--- src/rtl/branch_redirect_ctrl.sv ---
// Branch/jump resolution in EX with a static not-taken policy, plus branch statistics.
// Latency: a taken branch seen at cycle N raises redir_valid at N+1; the block is IDLE again at N+2+FLUSH_CYCLES.
// Backpressure: redir_ready low holds REDIRECT indefinitely with all outputs stable; EX inputs are ignored while busy.
//
// Ports:
//   clk, rst_n                      clock; synchronous active-low reset
//   ex_valid/ex_branch/ex_jump      EX instruction qualifiers
//   ex_funct3, ex_rs1/rs2_data      branch condition inputs
//   ex_target                       computed target PC
//   redir_valid/redir_pc/ready      redirect handshake to fetch
//   flush_if, flush_id              kill the younger pipeline registers
//   busy                            state != IDLE
//   misalign_exc                    one-cycle pulse for a taken, misaligned target
//   br_count, br_taken_count        saturating conditional-branch statistics

module branch_unit (
  input  logic [2:0]  funct3,
  input  logic [31:0] rs1_data,
  input  logic [31:0] rs2_data,
  output logic        branch_taken
);
  always_comb begin
    branch_taken = 1'b0;
    case (funct3)
      3'b000:  branch_taken = (rs1_data == rs2_data);
      3'b001:  branch_taken = (rs1_data != rs2_data);
      3'b100:  branch_taken = ($signed(rs1_data) <  $signed(rs2_data));
      3'b101:  branch_taken = ($signed(rs1_data) >= $signed(rs2_data));
      3'b110:  branch_taken = (rs1_data <  rs2_data);
      3'b111:  branch_taken = (rs1_data >= rs2_data);
      default: branch_taken = 1'b0;
    endcase
  end
endmodule

module branch_redirect_ctrl #(
  parameter int FLUSH_CYCLES = 1,
  parameter int CNT_W        = 16
) (
  input  logic             clk,
  input  logic             rst_n,
  input  logic             ex_valid,
  input  logic             ex_branch,
  input  logic             ex_jump,
  input  logic [2:0]       ex_funct3,
  input  logic [31:0]      ex_rs1_data,
  input  logic [31:0]      ex_rs2_data,
  input  logic [31:0]      ex_target,
  output logic             redir_valid,
  output logic [31:0]      redir_pc,
  input  logic             redir_ready,
  output logic             flush_if,
  output logic             flush_id,
  output logic             busy,
  output logic             misalign_exc,
  output logic [CNT_W-1:0] br_count,
  output logic [CNT_W-1:0] br_taken_count
);
  typedef enum logic [1:0] {S_IDLE, S_REDIRECT, S_FLUSH} state_t;

  localparam logic [3:0]       FLUSH_INIT = 4'(FLUSH_CYCLES);
  localparam logic [CNT_W-1:0] CNT_MAX    = '1;

  state_t           r_state, w_state_nxt;
  logic [3:0]       r_cnt, w_cnt_nxt;
  logic             r_redir_valid, r_flush_if, r_flush_id, r_misalign;
  logic [31:0]      r_redir_pc;
  logic [CNT_W-1:0] r_br_count, r_br_taken_count;

  logic w_br_taken, w_res, w_taken, w_aligned, w_cond_br;

  branch_unit u_branch_unit (
    .funct3       (ex_funct3),
    .rs1_data     (ex_rs1_data),
    .rs2_data     (ex_rs2_data),
    .branch_taken (w_br_taken)
  );

  // EX is only resolved in IDLE; anything arriving while busy is a flushed slot.
  assign w_res     = ex_valid & (ex_branch | ex_jump) & (r_state == S_IDLE);
  assign w_taken   = ex_jump | (ex_branch & w_br_taken);
  assign w_aligned = (ex_target[1:0] == 2'b00);
  // A jump that is also flagged as a branch is treated purely as a jump.
  assign w_cond_br = w_res & ex_branch & ~ex_jump;

  always_comb begin
    w_state_nxt = r_state;
    w_cnt_nxt   = r_cnt;
    case (r_state)
      S_IDLE: begin
        if (w_res && w_taken && w_aligned) w_state_nxt = S_REDIRECT;
      end
      S_REDIRECT: begin
        if (r_redir_valid && redir_ready) begin
          if (FLUSH_CYCLES == 0) begin
            w_state_nxt = S_IDLE;
          end else begin
            w_state_nxt = S_FLUSH;
            w_cnt_nxt   = FLUSH_INIT;
          end
        end
      end
      S_FLUSH: begin
        // cnt holds the number of FLUSH cycles still to spend, including this one.
        if (r_cnt <= 4'd1) w_state_nxt = S_IDLE;
        else               w_cnt_nxt   = r_cnt - 4'd1;
      end
      default: w_state_nxt = S_IDLE;
    endcase
  end

  always_ff @(posedge clk) begin
    if (!rst_n) begin
      r_state          <= S_IDLE;
      r_cnt            <= '0;
      r_redir_valid    <= 1'b0;
      r_redir_pc       <= '0;
      r_flush_if       <= 1'b0;
      r_flush_id       <= 1'b0;
      r_misalign       <= 1'b0;
      r_br_count       <= '0;
      r_br_taken_count <= '0;
    end else begin
      r_state       <= w_state_nxt;
      r_cnt         <= w_cnt_nxt;
      // Outputs are registered from the next state so they line up with r_state.
      r_redir_valid <= (w_state_nxt == S_REDIRECT);
      r_flush_id    <= (w_state_nxt == S_REDIRECT);
      r_flush_if    <= (w_state_nxt != S_IDLE);
      r_misalign    <= w_res & w_taken & ~w_aligned;
      if (r_state == S_IDLE && w_state_nxt == S_REDIRECT) r_redir_pc <= ex_target;
      if (w_cond_br && r_br_count != CNT_MAX) r_br_count <= r_br_count + 1'b1;
      if (w_cond_br && w_br_taken && r_br_taken_count != CNT_MAX)
        r_br_taken_count <= r_br_taken_count + 1'b1;
    end
  end

  assign redir_valid    = r_redir_valid;
  assign redir_pc       = r_redir_pc;
  assign flush_if       = r_flush_if;
  assign flush_id       = r_flush_id;
  assign misalign_exc   = r_misalign;
  assign br_count       = r_br_count;
  assign br_taken_count = r_br_taken_count;
  assign busy           = (r_state != S_IDLE);
endmodule

--- config.mk ---
export PLATFORM = sky130hd
export DESIGN_NAME = branch_redirect_ctrl
export DESIGN_NICKNAME = d
export VERILOG_FILES = /design/src/rtl/branch_redirect_ctrl.sv
export SDC_FILE = /design/constraint.sdc
export NUM_CORES = 1
export LEC_CHECK = 0
export BUFFER_PORTS_ARGS = -buffer_cell sky130_fd_sc_hd__buf_2
export CELL_PAD_IN_SITES_DETAIL_PLACEMENT = 1
export CELL_PAD_IN_SITES_GLOBAL_PLACEMENT = 1
export CORE_ASPECT_RATIO = 2
export CORE_UTILIZATION = 34
export DETAILED_ROUTE_END_ITERATION = 8
export PLACE_DENSITY_LB_ADDON = 0.12
export SLEW_MARGIN = 25
export SYNTH_ARGS = -nofsm -noshare
export SYNTH_HDL_FRONTEND = slang
export SYNTH_SLANG_ARGS = --single-unit
export TNS_END_PERCENT = 100
--- constraint.sdc ---
create_clock -name clk -period 3.8 [get_ports clk]
set_input_delay 0.76 -clock clk [delete_from_list [all_inputs] [get_ports clk]]
set_output_delay 0.76 -clock clk [all_outputs]
set_load 0.01 [all_outputs]
==> results of run 1 <==
-- where the power goes --
part	leakage, nW	switching (mW)	internal (mW)
Clock	0.165	0.351	0.602
Combinational	1.86	0.127	0.109
Sequential	0.590	0.00792	0.779
Total	2.61	0.486	1.49
-- tightest hold or removal path, cell delays in order (launching register included) --
cell	delay (ns)
dfxtp_1	0.30
nand2_1	0.05
mux2i_1	0.05
-- final cells by class --
cell class                      instances  area (sq um)
Clock inverter                          6          97.6
Inverter                               46           173
Sequential cell                        73          1460
Clock buffer                           10           239
Fill cell                            1473          6270
Multi-Input combinational cell        358          2420
Tap cell                              145           181
Timing Repair Buffer                  180           931
-- state kept, by name, indices dropped and copies added, names as in the netlist --
signal,flops
misalign_exc,1
r_state,2
flush_if,1
redir_pc,32
br_taken_count,16
br_count,16
flush_id,1
r_cnt,4
-- kinds of logic (layout without fill, tap and decap cells) --
group                    Yosys count  in the layout
AO/OA/AOI/OAI                     68             68
flip-flops                        73             73
multiplexers                      38             38
buffers and inverters             68            242
adder cells (fa/ha/maj)           36             36
XOR/XNOR                          12             12
AND/OR/NAND/NOR                  204            204
-- worst paths after layout --
kind	start	end
max reg2reg	r_state[1]	br_taken_count[7]
min reg2reg	redir_pc[2]	redir_pc[2]
min	redir_pc[2]	redir_pc[2]
max	ex_rs2_data[6]	br_taken_count[7]
-- synth_stat cells, types with 2 or more instances --
library cell / number
nand4_1: 10
and4_1: 3
nand3_1: 20
o311ai_0: 6
nor4b_2: 3
clkbuf_1: 14
a21o_1: 2
xnor2_1: 10
o21ai_0: 11
or4_1: 3
o21a_1: 3
buf_2: 6
nor3_1: 8
o311a_1: 2
mux2i_1: 38
dfxtp_1: 73
xor2_1: 2
nand2b_1: 12
ha_1: 36
or3_1: 6
buf_4: 2
and3_1: 7
a211oi_1: 3
o211a_1: 2
nor4_1: 6
inv_1: 45
nor3b_1: 2
nor4_2: 4
nand2_1: 86
a21oi_1: 25
o41ai_1: 5
nor2_1: 29
-- per-layer routing --
layer,global-route usage [%],up-vias
li1,-,2077
met2,37.5,119
met1,19.1,1934
met4,6.97,0
met5,0,-
met3,3.52,18
-- metrics by stage --
step / total power, mW / cell area, sq um
3_3_place_gp: 1.03 / 5160
3_5_place_dp: 1.04 / 5160
6_report: 1.98 / 5500
4_1_cts: 2.01 / 5500
2_1_floorplan: 0.936 / 4140
5_1_grt: 2.07 / 5500
==> summary.txt, run 1 <==
Global routing
  – Vias in the first global route: 4,268
  – GRT Overall Usage: 19.0%
  – GRT overflow: 0
  – First-pass GRT wire length: 19.0 mm
  – Initial antenna violation count: 0
  – Largest net degree at the start of global routing: 89

CTS
  – CTS root buf: clkbuf_16
  – Skew-Pair Late Insertion Delay: 0.33 ns
  – CTS tree: built
  – Clock sinks: 73
  – Clock slew at reported path FFs: 0.06 ns
  – Resized cells post-CTS: 0
  – Cts bufs inserted: 9
  – Worst-case clock buffer depth: 2
  – H-Tree Level Count: 3
  – Hold_buf cts: 0
  – Post-CTS Repair Setup Buffers: 0

Drt
  – Routed Wire Length: 12.1 mm
  – Top sig layer: met4
  – Metal2 WL: 6.79 mm
  – Antenna Nets Post-Route: 0
  – Via-per-instance ratio: 5.07
  – DRC violations left: 0
  – Total number of vias: 4,148
  – WL/cell: 14.8 microns
  – Met3 WL: 569 microns
  – Initial drt markers: 106
  – First-pass DRT Iterations: 4
  – Post-Route M1 WL: 4.49 mm

Pwr
  – VDD IR-drop max: 0.267 mV
  – P per Cell Area: 359 mW/mm^2
  – Leakage: 2.61 nW

Final layout
  – Synth-to-Final Area Change: 32.9%
  – Share of cells above drive strength 1: 30.9%
  – N_diodes: 0
  – Commonest cells after routing, fill and taps aside: 173 x buf_2, 86 x nand2_1, 73 x dfxtp_1
  – Post-route insts no fill: 818
  – Nets: 809
  – Most common cell after layout, fill and taps aside: buf_2
  – Post-Route Utilization: 46.8%

Timing
  – Worst Max-Slew Pin Slew: 0.902 ns
  – Final WS setup: 0.127 ns
  – Worst slew margin: 39.1%
  – Final setup fails: 0
  – Total negative setup slack: 0 ns
  – RSZ-0062 raised after global routing: false
  – Final hold vios: 0
  – Fin Clk Skew: 0.00655 ns
  – Hold Slack: 0.453 ns
  – Fmax: 272 MHz
  – Tmin final: 3.67 ns
  – Max-slew violations: 0
  – Final Cycle Share: 96.7%

Placement
  – Setup Slack @ Placement: -0.212 ns
  – Routability Congestion: 0.797
  – Post-DP HPWL: 9.68 mm
  – Number of buffers added on ports: 173
  – Cells after DPL: 802

Run
  – Max Cap Violations: 0

Logic synthesis
  – Combinational family with the most area after synthesis: simple AND/OR/NAND/NOR gates
  – Post-synthesis async set-or-reset flop share: 0%
  – Sequential element share of the synthesized area: 35.3%
  – Synth Area in XOR/XNOR: 2.54%
  – Warnings from Yosys: 0
  – Mapped Nets: 640
  – Synth top area share: 35.3%
  – Synth Area in Compound Gates: 10.8%
  – Register bit count reported by yosys: 73
  – Avg Inst Size Synth: 8.30 sq um
  – Number of synthesized flops with an enable pin: 0
  – Multiplexer area fraction after synthesis: 9.18%
  – Synth unique cells: 47
  – Adder and majority cell fraction of the synthesized area: 10.9%
  – Synth area leaders: dfxtp_1 35%, ha_1 11%, mux2i_1 9.2%, nand2_1 7.8%, inv_1 4.1%
  – Synth Area in Simple Gates: 24.7%
  – Ys flop type: dfxtp_1
  – Cells after Synth: 499
  – Largest area contributor in the netlist: dfxtp_1
  – Synthesized area: 0.00414 sq mm

Critical path
  – CP peak stage delay: 0.65 ns
  – CP arrival: 3.86 ns
  – WP buf/inv: 3
  – Crit-path max FO: 13
  – FF-to-FF setup slack: 1.07 ns
  – Critical path, cell by cell: buf_2 -> inv_1 -> ha_1 -> nand4_1 -> o221ai_1 -> o21a_1 -> o311a_1 -> o211a_1 -> or4_1 -> buf_4 -> o311ai_0 -> o41ai_1
  – FF-to-FF path depth: 7
  – Crit path capture type: flop
  – Req. time, crit path: 3.98 ns
  – Startpoint Class: input pin
  – Critical-path top delay cell: or4_1
  – Crit. path cell count: 12
  – Crit Path Category: input pin to flop
  – Cell family with the largest share of critical-path delay: compound AO/OA/AOI/OAI gates

Floorplan
  – Top-Level Pins: 174
  – DIE WIDTH: 80.0 microns
  – Core area: 0.0118 sq mm
  – Die Ht: 158 microns
  – Die area: 0.0127 sq mm
  – Initial core utilization: 35.2%
  – Rows: 56

Hold path
  – Worst hold path type: flop to flop
  – Hold Path Stages: 2

Outcome
  – Status: finished clean
Note: power is estimated with default switching activity, not from simulation.
==> run 2, diff against run 1 <==
==> constraint.sdc (replaced) <==
create_clock -name clk -period 3.8 [get_ports clk]
set_input_delay 0 -clock clk [delete_from_list [all_inputs] [get_ports clk]]
set_output_delay 0 -clock clk [all_outputs]
set_load 0.005 [all_outputs]
==> run 2 against run 1 <==
Compared with the run above: maximum frequency grew 35%; flip-flop and latch count is the same; critical path type unchanged; clock-buffer cell count shrank 1; die area is the same; design area grew 4.5%; clock skew grew 0.0014 ns; global-route usage grew 0.31 points; register-to-register slack gained 0.04 ns; highest routed layer unchanged; utilization grew 2.1 points; clock power shrank 6.3%; critical endpoint is now br_taken_count[3]; combinational power grew 8%; hold slack lost 0.44 ns; largest cell class unchanged.
==> summary.txt, run 2 (synthesized netlist as in run 1, its figures left out) <==
Floorplan
  – DIE WIDTH: 80.0 microns
  – Die area: 0.0127 sq mm
  – Top-Level Pins: 174
  – Die Ht: 158 microns
  – Rows: 56
  – Initial core utilization: 35.2%
  – Core area: 0.0118 sq mm

Run
  – Max Cap Violations: 0

Pwr
  – VDD IR-drop max: 0.288 mV
  – P per Cell Area: 336 mW/mm^2
  – Leakage: 2.70 nW

Critical path
  – Startpoint Class: input pin
  – Crit Path Category: input pin to flop
  – FF-to-FF setup slack: 1.11 ns
  – Req. time, crit path: 4.04 ns
  – Cell family with the largest share of critical-path delay: simple AND/OR/NAND/NOR gates
  – Critical path, cell by cell: buf_2 -> ha_1 -> nand4_1 -> o221ai_1 -> o21a_1 -> o311a_1 -> o211a_1 -> or4_1 -> buf_4 -> or4_1 -> a21oi_1
  – Critical-path top delay cell: or4_1
  – Crit path capture type: flop
  – WP buf/inv: 2
  – Reg2reg end: br_count[5]
  – Most common cell on crit path: or4_1
  – Critical R2R Launch: r_state[1]
  – CP arrival: 2.97 ns
  – Crit-path max FO: 24
  – Worst setup path startpoint: ex_rs1_data[7]
  – FF-to-FF path depth: 7
  – CP peak stage delay: 0.53 ns

Global routing
  – First-pass GRT wire length: 19.5 mm
  – Largest net degree at the start of global routing: 89
  – GRT overflow: 0
  – Initial antenna violation count: 0
  – GRT Overall Usage: 19.3%
  – Vias in the first global route: 4,374

Timing
  – Fin Clk Skew: 0.00791 ns
  – RSZ-0062 raised after global routing: false
  – Fmax: 367 MHz
  – Tmin final: 2.72 ns
  – Final hold vios: 0
  – Worst Max-Slew Pin Slew: 0.862 ns
  – Final Cycle Share: 71.7%
  – Final setup fails: 0
  – Worst slew margin: 42.2%
  – Max-slew violations: 0
  – Total negative setup slack: 0 ns

CTS
  – Clock sinks: 73
  – Clock slew at reported path FFs: 0.07 ns
  – Worst-case clock buffer depth: 2
  – CTS tree: built
  – Cts bufs inserted: 9
  – H-Tree Level Count: 3
  – Resized cells post-CTS: 0
  – Skew-Pair Late Insertion Delay: 0.33 ns
  – CTS root buf: clkbuf_16

Hold path
  – Hold Path Origin: ex_jump
  – Hold Crit Endpoint: misalign_exc
  – Worst hold path type: input pin to flop
  – Hold Path Stages: 3

Placement
  – Number of buffers added on ports: 173
  – Routability Congestion: 0.824
  – Placed instance area: 0.00514 sq mm
  – Post-DP HPWL: 9.40 mm

Final layout
  – Finished Cell Area: 0.00575 sq mm
  – Largest register FFs: 32
  – Most common cell after layout, fill and taps aside: buf_2
  – Share of cells above drive strength 1: 29.1%
  – Commonest cells after routing, fill and taps aside: 173 x buf_2, 86 x nand2_1, 73 x dfxtp_1
  – Synth-to-Final Area Change: 38.9%
  – Nets: 836

Drt
  – DRC violations left: 0
  – WL/cell: 14.6 microns
  – Initial drt markers: 111
  – Total number of vias: 4,302
  – Routed Wire Length: 12.4 mm
  – First-pass DRT Iterations: 4
  – Antenna Nets Post-Route: 0
  – Via-per-instance ratio: 5.09

Outcome
  – Status: finished clean
## run 2: worst max path at each step
stage | end | slack (ns) | cells past startpoint
after floorplan | br_taken_count[5] | 1.20 | 12
after global placement | br_taken_count[3] | 0.77 | 11
after detailed placement | br_taken_count[3] | 0.72 | 11
after CTS | br_taken_count[3] | 1.07 | 11
after global routing | br_count[5] | 0.82 | 7
final | br_taken_count[3] | 1.08 | 11
## run 2: final cells by class
cell class	count	area (sq um)
fill	1485	6020
multi-input combinational	358	2410
sequential	73	1460
timing repair buffer	207	1210
clock buffer	9	225
tap	145	181
inverter	46	173
clock inverter	7	85.1
antenna	1	2.50
## run 2: worst reg2reg max path, stage by stage, from the launching register on
cell	delay (ns)
dfxtp_1	0.35
or2_2	0.32
nor2_1	0.22
nand3b_1	0.23
a41oi_1	0.48
nand4_1	0.44
or3_1	0.44
a21oi_1	0.14
## run 2: repair_timing
item / CTS / global route
setup buffers: 0 / 0
hold buffers: 30 / 0
hold endpoints to repair: 30 / 0
## run 2: power breakdown
group          internal (mW)  switching (mW)
clock network          0.523           0.370
registers              0.779         0.00832
logic                  0.128           0.126
## run 2: per-stage QoR
| stage | utilization [%] | setup WS, ns | hold WS (ns) | power (mW) | instances |
|---|---|---|---|---|---|
| after floorplan | - | 1.20 | 0.142 | 0.930 | 499 |
| after global placement | 43.7 | 0.768 | 0.248 | 1.03 | 799 |
| after detailed placement | 43.7 | 0.725 | 0.259 | 1.04 | 799 |
| after CTS | 48.8 | 1.07 | 0.00158 | 1.97 | 845 |
| after global routing | 48.8 | 0.817 | 0.0189 | 2.03 | 845 |
| final | 48.9 | 1.08 | 0.0132 | 1.93 | 846 |
## run 2: layer usage
metal	part of all wire, %	wire, microns	track usage (%)	vias to the layer above
met5	0	0	0	-
met4	1.6	198	6.46	0
met3	4.2	521	3.29	16
met2	57	7010	38.2	111
met1	37	4620	19.8	2047
li1	-	-	-	2128
==> run 3, diff against run 2 <==
- clock period: 3.8 -> 2.6 ns (I/O delays scaled with it)
==> run 3 against run 2 <==
Compared with the run above: critical path depth rose by 3; sequential power rose by 46%; via count rose by 1.1%; sequential share of layout area fell by 1.1 points; flip-flop and latch count is the same; clock-buffer cell count is 1 higher; cell count up 2.4%; clock skew up 0.0056 ns; design area is 4.7% higher; largest cell class unchanged.
==> summary.txt, run 3 (synthesized netlist as in run 1, its figures left out) <==
Floorplan
  – Core area: 0.0118 sq mm
  – Die area: 0.0127 sq mm
  – Top-Level Pins: 174
  – Die Ht: 158 microns
  – Initial core utilization: 35.2%
  – DIE WIDTH: 80.0 microns
  – Rows: 56

Final layout
  – Largest register FFs: 32
  – Most common cell after layout, fill and taps aside: buf_2
  – Share of cells above drive strength 1: 31.8%
  – Nets: 857
  – N_diodes: 0
  – Commonest cells after routing, fill and taps aside: 173 x buf_2, 86 x nand2_1, 73 x dfxtp_1
  – Fillers: 1,466
  – Synth-to-Final Area Change: 45.4%
  – Finished Cell Area: 0.00602 sq mm

Global routing
  – First-pass GRT wire length: 19.7 mm
  – Initial antenna violation count: 0
  – Vias in the first global route: 4,434
  – Largest net degree at the start of global routing: 89
  – GRT overflow: 0
  – GRT Overall Usage: 19.6%

CTS
  – H-Tree Level Count: 3
  – Skew-Pair Late Insertion Delay: 0.33 ns
  – CTS root buf: clkbuf_16
  – CTS tree: built
  – Clock slew at reported path FFs: 0.07 ns
  – Clock sinks: 73
  – Cts bufs inserted: 9
  – Worst-case clock buffer depth: 2

Placement
  – Post-DP HPWL: 9.68 mm
  – Placed instance area: 0.00529 sq mm
  – Routability Congestion: 0.800
  – Number of buffers added on ports: 173
  – Setup Slack @ Placement: -0.516 ns

Critical path
  – Cell family with the largest share of critical-path delay: simple AND/OR/NAND/NOR gates
  – Most common cell on crit path: buf_4
  – Startpoint Class: input pin
  – Crit Path Category: input pin to flop
  – Critical path, cell by cell: buf_2 -> inv_1 -> ha_1 -> nand4_1 -> buf_4 -> nor4_4 -> buf_4 -> and4_1 -> a211o_1 -> o211ai_1 -> or4_4 -> buf_6 -> or3_1 -> a21oi_1
  – WP buf/inv: 5
  – Req. time, crit path: 2.84 ns
  – CP arrival: 2.78 ns
  – Crit path capture type: flop
  – Critical-path top delay cell: or4_4
  – Crit-path max FO: 13
  – CP peak stage delay: 0.59 ns

Pwr
  – Leakage: 2.86 nW
  – Net Sw Power: 720 uW
  – Clock Power Share: 47.1%
  – P per Cell Area: 490 mW/mm^2
  – Total Power: 2.95 mW
  – VDD IR-drop max: 0.445 mV
  – Sw frac: 24.4%
  – Pint: 2.23 mW
  – Comb power frac: 13.8%
  – Reg power frac: 39.0%

Drt
  – Initial drt markers: 81
  – Routed Wire Length: 12.9 mm
  – Via-per-instance ratio: 5.02
  – Total number of vias: 4,351
  – Antenna Nets Post-Route: 0
  – WL/cell: 14.8 microns
  – DRC violations left: 0
  – First-pass DRT Iterations: 4

Timing
  – Fin Clk Skew: 0.0135 ns
  – Total negative setup slack: 0 ns
  – Max-slew violations: 0
  – Tmin final: 2.53 ns
  – Fmax: 395 MHz
  – Final WS setup: 0.0685 ns
  – Final setup fails: 0
  – Worst slew margin: 40.8%
  – Final hold vios: 0
  – RSZ-0062 raised after global routing: true
  – Worst Max-Slew Pin Slew: 0.876 ns
  – Hold Slack: 0.0212 ns
  – Final Cycle Share: 97.4%

Outcome
  – Status: finished clean

Run
  – Max Cap Violations: 0

Hold path
  – Worst hold path type: input pin to flop
==> run 3: power by group through the flow <==
stage	Combinational (mW)	Sequential, mW	Clock, mW
after floorplan	0.183	1.18	0
after global placement	0.345	1.17	0
after detailed placement	0.363	1.18	0
after CTS	0.401	1.15	1.43
after global routing	0.454	1.15	1.48
final	0.408	1.15	1.39
==> run 3: layout make-up <==
class                   count  area [sq um]  share of cell area, %
well taps                 145           181                   3.01
clock buffers              10           239                   3.97
multi-input cells         358          2480                   41.3
repair buffers            228          1390                   23.0
flip-flops and latches     73          1460                   24.3
inverters                  46           173                   2.87
clock inverters             6          97.6                   1.62
==> run 3: path summary, 6_finish.rpt <==
check                 start           endpoint  slack, ns  depth (start not counted)
max          ex_rs2_data[4]  br_taken_count[0]       0.07                         14
min                 ex_jump       misalign_exc       0.02                          3
max reg2reg      r_state[1]  br_taken_count[0]       0.19                          7
min reg2reg    redir_pc[15]       redir_pc[15]       0.46                          2
==> run 3: worst register-to-register path: cells and delay by family, from the launching register on <==
kind	cells	cell delay, ns
AND/OR/NAND/NOR	5	1.64
buffers and inverters	1	0.19
flip-flops	1	0.34
AO/OA/AOI/OAI	1	0.16
==> run 3: per-stage QoR <==
step | instances | util (%)
after floorplan | 499 | -
after global placement | 818 | 45.0
after detailed placement | 818 | 45.0
after CTS | 864 | 50.5
after global routing | 866 | 51.2
final | 866 | 51.2
==> run 3: layer usage <==
metal | part of all wire [%] | vias up | GRT usage (%)
met3 | 4.6 | 14 | 4.09
met2 | 57 | 117 | 38.8
li1 | - | 2168 | -
met1 | 37 | 2052 | 19.6
met5 | 0 | - | 0
met4 | 1.4 | 0 | 6.29
==> run 3: repair_timing <==
item / in CTS / in global routing
setup endpoints to repair: 14 / 18
endpoints found under the hold margin: 30 / 0
gates cloned: 0 / 0
setup buffers: 0 / 2
pin swaps: 0 / 6
gates resized for setup: 4 / 9
hold buffers: 30 / 0
